--- config.mk ---
export PLATFORM = sky130hd
export DESIGN_NAME = demux_tx_scheduler
export DESIGN_NICKNAME = d
export VERILOG_FILES = /design/src/rtl/demux_tx_scheduler_pkg.sv /design/src/rtl/demux_tx_scheduler_piso.sv /design/src/rtl/demux_tx_scheduler.sv
export SDC_FILE = /design/constraint.sdc
export NUM_CORES = 1
export LEC_CHECK = 0
export ABC_AREA = 1
export BUFFER_PORTS_ARGS = -buffer_cell sky130_fd_sc_hd__buf_4
export CORE_MARGIN = 8
export CORE_UTILIZATION = 42
export CTS_CLUSTER_DIAMETER = 120
export DETAILED_ROUTE_END_ITERATION = 6
export HOLD_SLACK_MARGIN = 0.12
export PLACE_DENSITY = 0.66
export SLEW_MARGIN = 25
export SYNTH_ARGS = -nofsm -noshare
export SYNTH_HDL_FRONTEND = slang
export SYNTH_SLANG_ARGS = --single-unit
--- constraint.sdc ---
create_clock -name clk -period 4.64 [get_ports clk]
set_input_delay 0.696 -clock clk [delete_from_list [all_inputs] [get_ports clk]]
set_output_delay 0.696 -clock clk [all_outputs]
set_load 0.02 [all_outputs]
--- src/rtl/demux_tx_scheduler_pkg.sv ---
// Shared types and sizing helpers for the demux transmit scheduler and its shifter.
package demux_tx_scheduler_pkg;

  typedef enum logic [1:0] {
    IDLE  = 2'd0,
    SHIFT = 2'd1,
    GAP   = 2'd2
  } state_t;

  localparam int NUM_CH = 4;
  localparam int SEL_W  = $clog2(NUM_CH);
  localparam int GAP_W  = 4;

  // Bit-counter width; never below 1 so the counter always exists.
  function automatic int clog2(input int value);
    int w;
    w = 0;
    while ((1 << w) < value) w++;
    return (w < 1) ? 1 : w;
  endfunction

endpackage

--- src/rtl/demux_tx_scheduler_piso.sv ---
// Parallel-in serial-out shifter: loads a word, shifts it out MSB-first and
// flags the cycle on which its last bit is at the MSB.
module piso_shifter
  import demux_tx_scheduler_pkg::*;
#(
  parameter int DATA_W = 8
) (
  input  logic              clk,
  input  logic              rst,
  input  logic              load,
  input  logic              shift,
  input  logic [DATA_W-1:0] load_data,
  output logic              msb,
  output logic              last
);

  localparam int CNT_W = clog2(DATA_W);

  logic [DATA_W-1:0] data_q;
  logic [CNT_W-1:0]  cnt_q;

  // NOTE: clocked state uses non-blocking assignments so every flop samples
  // pre-edge values regardless of statement order.
  always_ff @(posedge clk) begin
    if (rst) begin
      data_q <= '0;
      cnt_q  <= '0;
    end else if (load) begin
      data_q <= load_data;
      cnt_q  <= CNT_W'(DATA_W - 1);
    end else if (shift) begin
      data_q <= {data_q[DATA_W-2:0], 1'b0};
      if (cnt_q != '0) cnt_q <= cnt_q - 1'b1;
    end
  end

  assign msb  = data_q[DATA_W-1];
  assign last = (cnt_q == '0);

endmodule

--- src/rtl/demux_tx_scheduler.sv ---
// Feeds (byte, channel) words to the 1-to-4 serial demux: one frame per word,
// select held for the frame, optional idle gap, one-entry hold register.
module demux_tx_scheduler
  import demux_tx_scheduler_pkg::*;
#(
  parameter int DATA_W     = 8,
  parameter int GAP_CYCLES = 1
) (
  input  logic              clk,
  input  logic              rst,
  input  logic              in_valid,
  output logic              in_ready,
  input  logic [DATA_W-1:0] in_data,
  input  logic [SEL_W-1:0]  in_chan,
  output logic              ser_bit,
  output logic [SEL_W-1:0]  ser_sel,
  output logic              ser_en,
  output logic              frame_done
);

  localparam logic [GAP_W-1:0] GAP_LOAD =
    (GAP_CYCLES > 0) ? GAP_W'(GAP_CYCLES - 1) : '0;

  state_t             state_q, state_d;
  logic               hold_valid;
  logic [DATA_W-1:0]  hold_data;
  logic [SEL_W-1:0]   hold_chan;
  logic [SEL_W-1:0]   sel_q;
  logic [GAP_W-1:0]   gap_cnt;
  logic               xfer, hold_wr;
  logic               load, from_hold, shift, gap_start;
  logic               msb, last;
  logic [DATA_W-1:0]  load_data;

  // Ready comes straight from the hold flag: no path from in_valid.
  assign in_ready  = !hold_valid;
  assign xfer      = in_valid && in_ready;
  assign hold_wr   = xfer && (state_q != IDLE);
  assign load_data = from_hold ? hold_data : in_data;

  // NOTE: every signal written here gets a default first, so no path through
  // the case statement can leave one unassigned and infer a latch.
  always_comb begin
    state_d   = state_q;
    load      = 1'b0;
    from_hold = 1'b0;
    shift     = 1'b0;
    gap_start = 1'b0;
    unique case (state_q)
      IDLE: begin
        if (hold_valid) begin
          load      = 1'b1;
          from_hold = 1'b1;
          state_d   = SHIFT;
        end else if (xfer) begin
          load    = 1'b1;
          state_d = SHIFT;
        end
      end
      SHIFT: begin
        shift = 1'b1;
        if (last) begin
          if (GAP_CYCLES > 0) begin
            gap_start = 1'b1;
            state_d   = GAP;
          end else if (hold_valid) begin
            load      = 1'b1;
            from_hold = 1'b1;
          end else begin
            state_d = IDLE;
          end
        end
      end
      GAP: begin
        if (gap_cnt == '0) begin
          if (hold_valid) begin
            load      = 1'b1;
            from_hold = 1'b1;
            state_d   = SHIFT;
          end else begin
            state_d = IDLE;
          end
        end
      end
      default: state_d = IDLE;
    endcase
  end

  always_ff @(posedge clk) begin
    if (rst) begin
      state_q    <= IDLE;
      hold_valid <= 1'b0;
      sel_q      <= '0;
      gap_cnt    <= '0;
    end else begin
      state_q <= state_d;
      if (load) sel_q <= from_hold ? hold_chan : in_chan;
      if (load && from_hold) hold_valid <= 1'b0;
      else if (hold_wr)      hold_valid <= 1'b1;
      if (gap_start) gap_cnt <= GAP_LOAD;
      else if (state_q == GAP && gap_cnt != '0) gap_cnt <= gap_cnt - 1'b1;
    end
  end

  // NOTE: the hold payload is qualified by hold_valid, so it needs no reset.
  always_ff @(posedge clk) begin
    if (hold_wr) begin
      hold_data <= in_data;
      hold_chan <= in_chan;
    end
  end

  piso_shifter #(.DATA_W(DATA_W)) u_shifter (
    .clk       (clk),
    .rst       (rst),
    .load      (load),
    .shift     (shift),
    .load_data (load_data),
    .msb       (msb),
    .last      (last)
  );

  // Decoded only from flops; the serial bit is forced low outside a frame.
  assign ser_en     = (state_q == SHIFT);
  assign ser_bit    = ser_en && msb;
  assign frame_done = ser_en && last;
  assign ser_sel    = sel_q;

endmodule

==> impl_metrics.json, run 1 <==
{
  "outcome": "finished clean",
  "start_util_pct": 43.0,
  "fillers": 369,
  "portBuffers": 18,
  "min-delay-start": "gap_cnt[0]$_SDFFE_PP0N_",
  "reg2reg_setup_slack_ns": 2.91,
  "worst-slew-pin-transition_ns": 0.732,
  "postCtsSetupBuffers": 0,
  "ys_types": 25,
  "cap_violations": 0,
  "syn_nets": 218,
  "htree_levels": 2,
  "synthCells": 201,
  "holdPathStages": 2,
  "post_cts_resized": 0,
  "cts_made_buffers": 5,
  "skew_ns": 0.00472,
  "synth_top_area_share_pct": 25.8,
  "ys_top_cells_by_count": "42 x inv_1, 36 x nand2_1, 24 x nand3_1, 20 x dfxtp_1, 13 x a21oi_1",
  "routed_wl_mm": 2.95,
  "viasPerCell": 4.83,
  "async_flop_share_pct": 0,
  "hold_violations": 0,
  "postPlaceCellArea_mm2": 0.00170,
  "r2r_end": "u_shifter.data_q[5]$_SDFFE_PP0P_",
  "yosysWarnings": 0,
  "finalWeightedCongestion": 0.765,
  "setup_viol": 0,
  "vias": 1295,
  "cp_max_fo": 18,
  "synth.area.top_cells": "dfxtp_1 26%, edfxtp_1 19%, inv_1 10%",
  "postRouteAntennaNets": 0,
  "fmax_mhz": 498,
  "r2r-start": "hold_valid$_SDFFE_PP0P_",
  "p_per_area_mw_per_mm2": 377,
  "post-place-cells": 261,
  "drc": 0,
  "synth_area_per_cell_um2": 7.71,
  "ys_seq_area_share_pct": 45.2,
  "grt_max_degree": 19,
  "yosysMostFrequentCell": "inv_1",
  "clkSlewWorstSetupHoldPaths_ns": 0.06,
  "fp.dieH_um": 76.8,
  "die_w_um": 76.8,
  "r2r_cells": 6,
  "vdd_drop_max_mv": 0.181,
  "grt_pass1_wl_mm": 5.33,
  "leakagePower_nw": 0.854,
  "dpl.hpwl_mm": 2.19,
  "wl_per_cell_um": 11.0,
  "finalNonFillerCells": 268,
  "syn_area_mm2": 0.00155,
  "rows": 22,
  "synth_top_area_cell": "dfxtp_1",
  "whs_endpoint": "gap_cnt[0]$_SDFFE_PP0N_",
  "grt.total_usage_pct": 10.9,
  "die-area_mm2": 0.00589,
  "drtIter0Drc": 68,
  "worstSetupPathType": "reg2out",
  "cp_data_arrival_time_ns": 1.31,
  "synth_edf_count": 10,
  "fin_setup_tns_ns": 0,
  "fin_area_mm2": 0.00178,
  "synth_seq_cells": 30,
  "worst_slack_ns": 2.63,
  "syn2layout_area_growth_pct": 15.0,
  "ctsRootBufferMaster": "clkbuf_8",
  "drive_gt1_share_pct": 17.3,
  "ioPinCount": 19,
  "antenna_cells": 0,
  "clkSinkCount": 30,
  "dpl_worst_slack_ns": 2.86,
  "worst_setup_path_end_kind": "output pin",
  "ys.flop_type": "dfxtp_1",
  "hp-class": "reg2reg",
  "relSlewSlack_pct": 51.0,
  "critical_path_required_ns": 3.94,
  "grt_pass1_vias": 1241,
  "nets": 237,
  "dr.pass1.iters": 4,
  "period_minus_slack_ns": 2.01,
  "antenna_found_initial": 0,
  "worst_setup_path_start_kind": "register",
  "slew_viol_final": 0,
  "cts_max_path_buffers": 2,
  "core_mm2": 0.00361,
  "rsz0062_at_grt": "no",
  "clk_latency_ns": 0.27,
  "final_util_pct": 49.4,
  "hold_buffers": 0,
  "grt_overflow": 0,
  "cts_tree": "built",
  "fin_crit_sh_pct": 43.3
}
-- cell usage in the layout (no fill, tap or decap), drive strengths merged --
cell	synthesis	layout
nor2	10	10
clkbuf	0	5
nand4	8	8
nand2	41	41
dfxtp	20	20
nand3	24	24
buf	7	19
o21ai	4	4
ha	4	4
clkinv	0	2
a211oi	1	1
nor3	2	2
xor2	1	1
xnor2	1	1
o211ai	7	7
inv	46	46
a21oi	14	14
nor3b	1	1
edfxtp	10	10
-- worst max-delay path, stage by stage, from the launching register on --
cell	delay, ns
dfxtp_1	0.41
nand2_2	0.24
nor2_1	0.22
buf_4	0.17
-- stage by stage --
stage          hold slack [ns]  power, mW
3_3_place_gp             0.458      0.485
2_1_floorplan            0.445      0.446
4_1_cts                  0.467      0.679
6_report                 0.465      0.672
3_5_place_dp             0.457      0.485
5_1_grt                  0.495      0.718
-- cells by family after synthesis --
kind of cell	synth area share [%]
simple gates	26.2
buf+inv	14.3
flops	45.2
compound gates	9.93
fa+ha+maj	3.23
xor+xnor	1.13
-- final cells by class --
type	instances	area (um^2)	share of cell area (%)
Multi-Input combinational cell	118	628	35.2
Clock inverter	2	10.0	0.561
Tap cell	48	60.1	3.37
Clock buffer	5	68.8	3.86
Timing Repair Buffer	19	143	8.00
Sequential cell	30	701	39.3
Inverter	46	173	9.68
-- worst max-delay path by stage --
stage                              end  slack (ns)                    start  depth (start not counted)
2_1_floorplan   hold_chan[0]$_DFFE_PP_        2.72                 in_valid                          2
3_3_place_gp   ser_sel[1]$_SDFFE_PP0P_        2.89                 in_valid                          9
3_5_place_dp   ser_sel[0]$_SDFFE_PP0P_        2.86                 in_valid                          9
4_1_cts                     frame_done        2.63  state_q[0]$_SDFFE_PP0P_                          3
5_1_grt                     frame_done        2.53  state_q[0]$_SDFFE_PP0P_                          3
6_report                    frame_done        2.63  state_q[0]$_SDFFE_PP0P_                          3
-- state kept, by name (all words and copies together) (netlist names) --
name,count
state_q,2
ser_sel,2
u_shifter.data_q,8
hold_chan,2
hold_data,8
hold_valid,1
u_shifter.cnt_q,3
gap_cnt,4
-- power breakdown --
group | switching, mW | internal [mW]
combinational | 0.0989 | 0.0627
clock | 0.0919 | 0.100
sequential | 0.0147 | 0.303
total | 0.205 | 0.466
-- layer usage --
layer,part of all wire [%],track usage (%)
met1,48,12.9
met2,46,17.0
met3,4.6,4.20
met4,0.81,5.00
met5,0,0
Note: power is estimated with default switching activity, not from simulation.
==> run 2, diff against run 1 <==
--- a/config.mk
+++ b/config.mk
@@ -5,14 +5,14 @@
 export SDC_FILE = /design/constraint.sdc
 export NUM_CORES = 1
 export LEC_CHECK = 0
-export ABC_AREA = 1
+export ABC_AREA = 0
 export BUFFER_PORTS_ARGS = -buffer_cell sky130_fd_sc_hd__buf_4
 export CORE_MARGIN = 8
 export CORE_UTILIZATION = 42
 export CTS_CLUSTER_DIAMETER = 120
 export DETAILED_ROUTE_END_ITERATION = 6
 export HOLD_SLACK_MARGIN = 0.12
-export PLACE_DENSITY = 0.66
+export PLACE_DENSITY = 0.69
 export SLEW_MARGIN = 25
 export SYNTH_ARGS = -nofsm -noshare
 export SYNTH_HDL_FRONTEND = slang
==> constraint.sdc (replaced) <==
create_clock -name clk -period 1.7 [get_ports clk]
set_input_delay 0.255 -clock clk [delete_from_list [all_inputs] [get_ports clk]]
set_output_delay 0.255 -clock clk [all_outputs]
set_load 0.02 [all_outputs]
==> impl_metrics.json, run 2 <==
{
  "synth_top_area_share_pct": 28.7,
  "finalWeightedCongestion": 0.754,
  "wl_per_cell_um": 13.9,
  "vdd_drop_max_mv": 0.525,
  "whs_endpoint": "u_shifter.cnt_q[2]$_SDFFE_PP0P_",
  "drc": 0,
  "worst_setup_path_start_kind": "register",
  "use_met2_pct": 17.6,
  "syn_area_mm2": 0.00140,
  "antenna_cells": 0,
  "leakagePower_nw": 0.725,
  "synth_edf_count": 10,
  "rsz0062_at_grt": "yes",
  "period_minus_slack_ns": 1.61,
  "met1_usage_pct": 13.6,
  "syn_nets": 147,
  "routed_wl_mm": 2.92,
  "critPathMaxStageDelay_ns": 0.50,
  "drive_gt1_share_pct": 29.1,
  "ys_seq_area_share_pct": 50.2,
  "ioPinCount": 19,
  "ys_types": 37,
  "hold_violations": 0,
  "drtIter0Drc": 58,
  "async_flop_share_pct": 0,
  "die-area_mm2": 0.00543,
  "rows": 21,
  "outcome": "finished clean",
  "cp_data_arrival_time_ns": 1.82,
  "clk_latency_ns": 0.33,
  "ys_top_cells_by_count": "20 x dfxtp_1, 19 x nor2_1, 10 x edfxtp_1, 10 x mux2i_1",
  "cts_max_path_buffers": 2,
  "r2r_cells": 6,
  "layout_commonest_cell": "buf_4",
  "min-delay-start": "rst",
  "fmax_mhz": 620,
  "ys.flop_type": "dfxtp_1",
  "timing.hold.ws_ns": 0.214,
  "grtUsageMet3_pct": 5.87,
  "r2r_end": "u_shifter.data_q[5]$_SDFFE_PP0P_",
  "final_util_pct": 54.8,
  "synth_area_per_cell_um2": 10.7,
  "cts_made_buffers": 5,
  "mostFrequentLayoutCells": "23 x buf_4, 19 x nor2_1, 17 x dfxtp_1",
  "postRouteAntennaNets": 0,
  "hp-class": "in2reg",
  "p_per_area_mw_per_mm2": 960,
  "nets": 181,
  "slew_viol_final": 0,
  "cts_tree": "built",
  "clkSinkCount": 30,
  "worstSetupPathType": "reg2reg",
  "fp.dieH_um": 73.7,
  "core_mm2": 0.00326,
  "synth.area.top_cells": "dfxtp_1 29%, edfxtp_1 22%, mux2i_1 7.2%",
  "synthCells": 130,
  "portBuffers": 18,
  "reg2reg_setup_slack_ns": 0.09,
  "viasPerCell": 5.32,
  "relSlewSlack_pct": 71.7,
  "start_util_pct": 42.9,
  "synth_seq_cells": 30,
  "dpl.hpwl_mm": 2.04,
  "clkSlewWorstSetupHoldPaths_ns": 0.09,
  "grt.total_usage_pct": 11.8,
  "vias": 1122,
  "grt_max_degree": 18,
  "grt_overflow": 0,
  "grt_pass1_wl_mm": 4.84,
  "yosysMostFrequentCell": "dfxtp_1",
  "cap_violations": 0,
  "yosysWarnings": 0,
  "crit_slowest_cell": "or3b_2",
  "grt_pass1_vias": 1060,
  "fin_crit_sh_pct": 94.8,
  "antenna_found_initial": 0,
  "cp_max_fo": 7,
  "dr.pass1.iters": 4,
  "die_w_um": 73.7,
  "top_regs": "hold_data: 8 flops, u_shifter.data_q: 8 flops, gap_cnt: 4 flops",
  "worst_setup_path_end_kind": "register",
  "htree_levels": 2,
  "ctsRootBufferMaster": "clkbuf_4",
  "skew_ns": 0.0148,
  "path_cells": "inv_1 > ha_1 > or3b_2 > a21oi_2 > buf_4 > a221oi_1",
  "critical_path_required_ns": 1.91,
  "worst-slew-pin-transition_ns": 0.425,
  "syn2layout_area_growth_pct": 27.8,
  "grt.busiest_layer": "met2",
  "setup_viol": 0,
  "holdPathStages": 2,
  "synth_top_area_cell": "dfxtp_1",
  "r2r-start": "gap_cnt[0]$_SDFFE_PP0N_"
}
run 2: routing by layer:
| layer | wire length [um] | vias up | part of all wire [%] |
|---|---|---|---|
| met5 | 0 | - | 0 |
| li1 | - | 537 | - |
| met3 | 213 | 8 | 7.3 |
| met4 | 74 | 0 | 2.5 |
| met1 | 1260 | 540 | 43 |
| met2 | 1370 | 37 | 47 |
run 2: cells by family after synthesis:
logic type	after synthesis	share of synthesized area, %
compound gates	29	16.6
xor+xnor	4	2.51
fa+ha+maj	4	3.58
buf+inv	15	5.11
flops	30	50.2
mux	12	8.78
simple gates	36	13.3
run 2: repair_timing:
action	in CTS	in global routing
endpoints found under the hold margin	10	0
hold buffers	10	0
gates resized for setup	3	8
pin swaps	0	1
setup buffers	1	0
endpoints found under the setup margin	1	4
gates cloned	0	0
run 2: critical path: cells and delay by family, from the launching register on:
family                   cells  cell delay [ns]
buffers and inverters        2             0.25
AND/OR/NAND/NOR              1             0.50
adder cells (fa/ha/maj)      1             0.17
AO/OA/AOI/OAI                2             0.24
flip-flops                   1             0.33
run 2: metrics by stage:
stage	worst slack, ns	setup TNS, ns	area (um^2)	std cells	total power [mW]
finish	0.0882	0	1780	211	1.71
global route	-0.00878	-0.0161	1780	211	1.81
CTS	0.00196	0	1760	211	1.71
detailed placement	0.130	0	1590	192	1.25
global placement	0.197	0	1590	192	1.23
floorplan	0.0886	0	1400	130	1.13
run 2: how the worst max path moves through the flow:
| stage | slack [ns] | endpoint | cells past startpoint | from |
|---|---|---|---|---|
| 2_1_floorplan | 0.09 | u_shifter.data_q[1]$_SDFFE_PP0P_ | 5 | gap_cnt[0]$_SDFFE_PP0N_ |
| 3_3_place_gp | 0.20 | u_shifter.data_q[7]$_SDFFE_PP0P_ | 6 | gap_cnt[0]$_SDFFE_PP0N_ |
| 3_5_place_dp | 0.13 | u_shifter.data_q[5]$_SDFFE_PP0P_ | 6 | gap_cnt[0]$_SDFFE_PP0N_ |
| 4_1_cts | 0.002 | frame_done | 5 | u_shifter.cnt_q[0]$_SDFFE_PP0P_ |
| 5_1_grt | -0.009 | u_shifter.data_q[5]$_SDFFE_PP0P_ | 6 | gap_cnt[0]$_SDFFE_PP0N_ |
| 6_report | 0.09 | u_shifter.data_q[5]$_SDFFE_PP0P_ | 6 | gap_cnt[0]$_SDFFE_PP0N_ |
run 2: cell type report:
type                       instances  area, um^2
sequential                        30         704
clock inverter                     1        5.00
multi-input combinational         85         646
inverter                           8        32.5
timing repair buffer              34         284
clock buffer                       7        55.1
fill                             315        1470
tap                               46        57.6
run 2: power breakdown:
group	total, mW	switching (mW)	internal, mW	leakage (nW)
sequential	0.862	0.0436	0.818	0.258
clock	0.438	0.238	0.200	0.0353
combinational	0.413	0.206	0.207	0.432
total	1.71	0.488	1.22	0.725
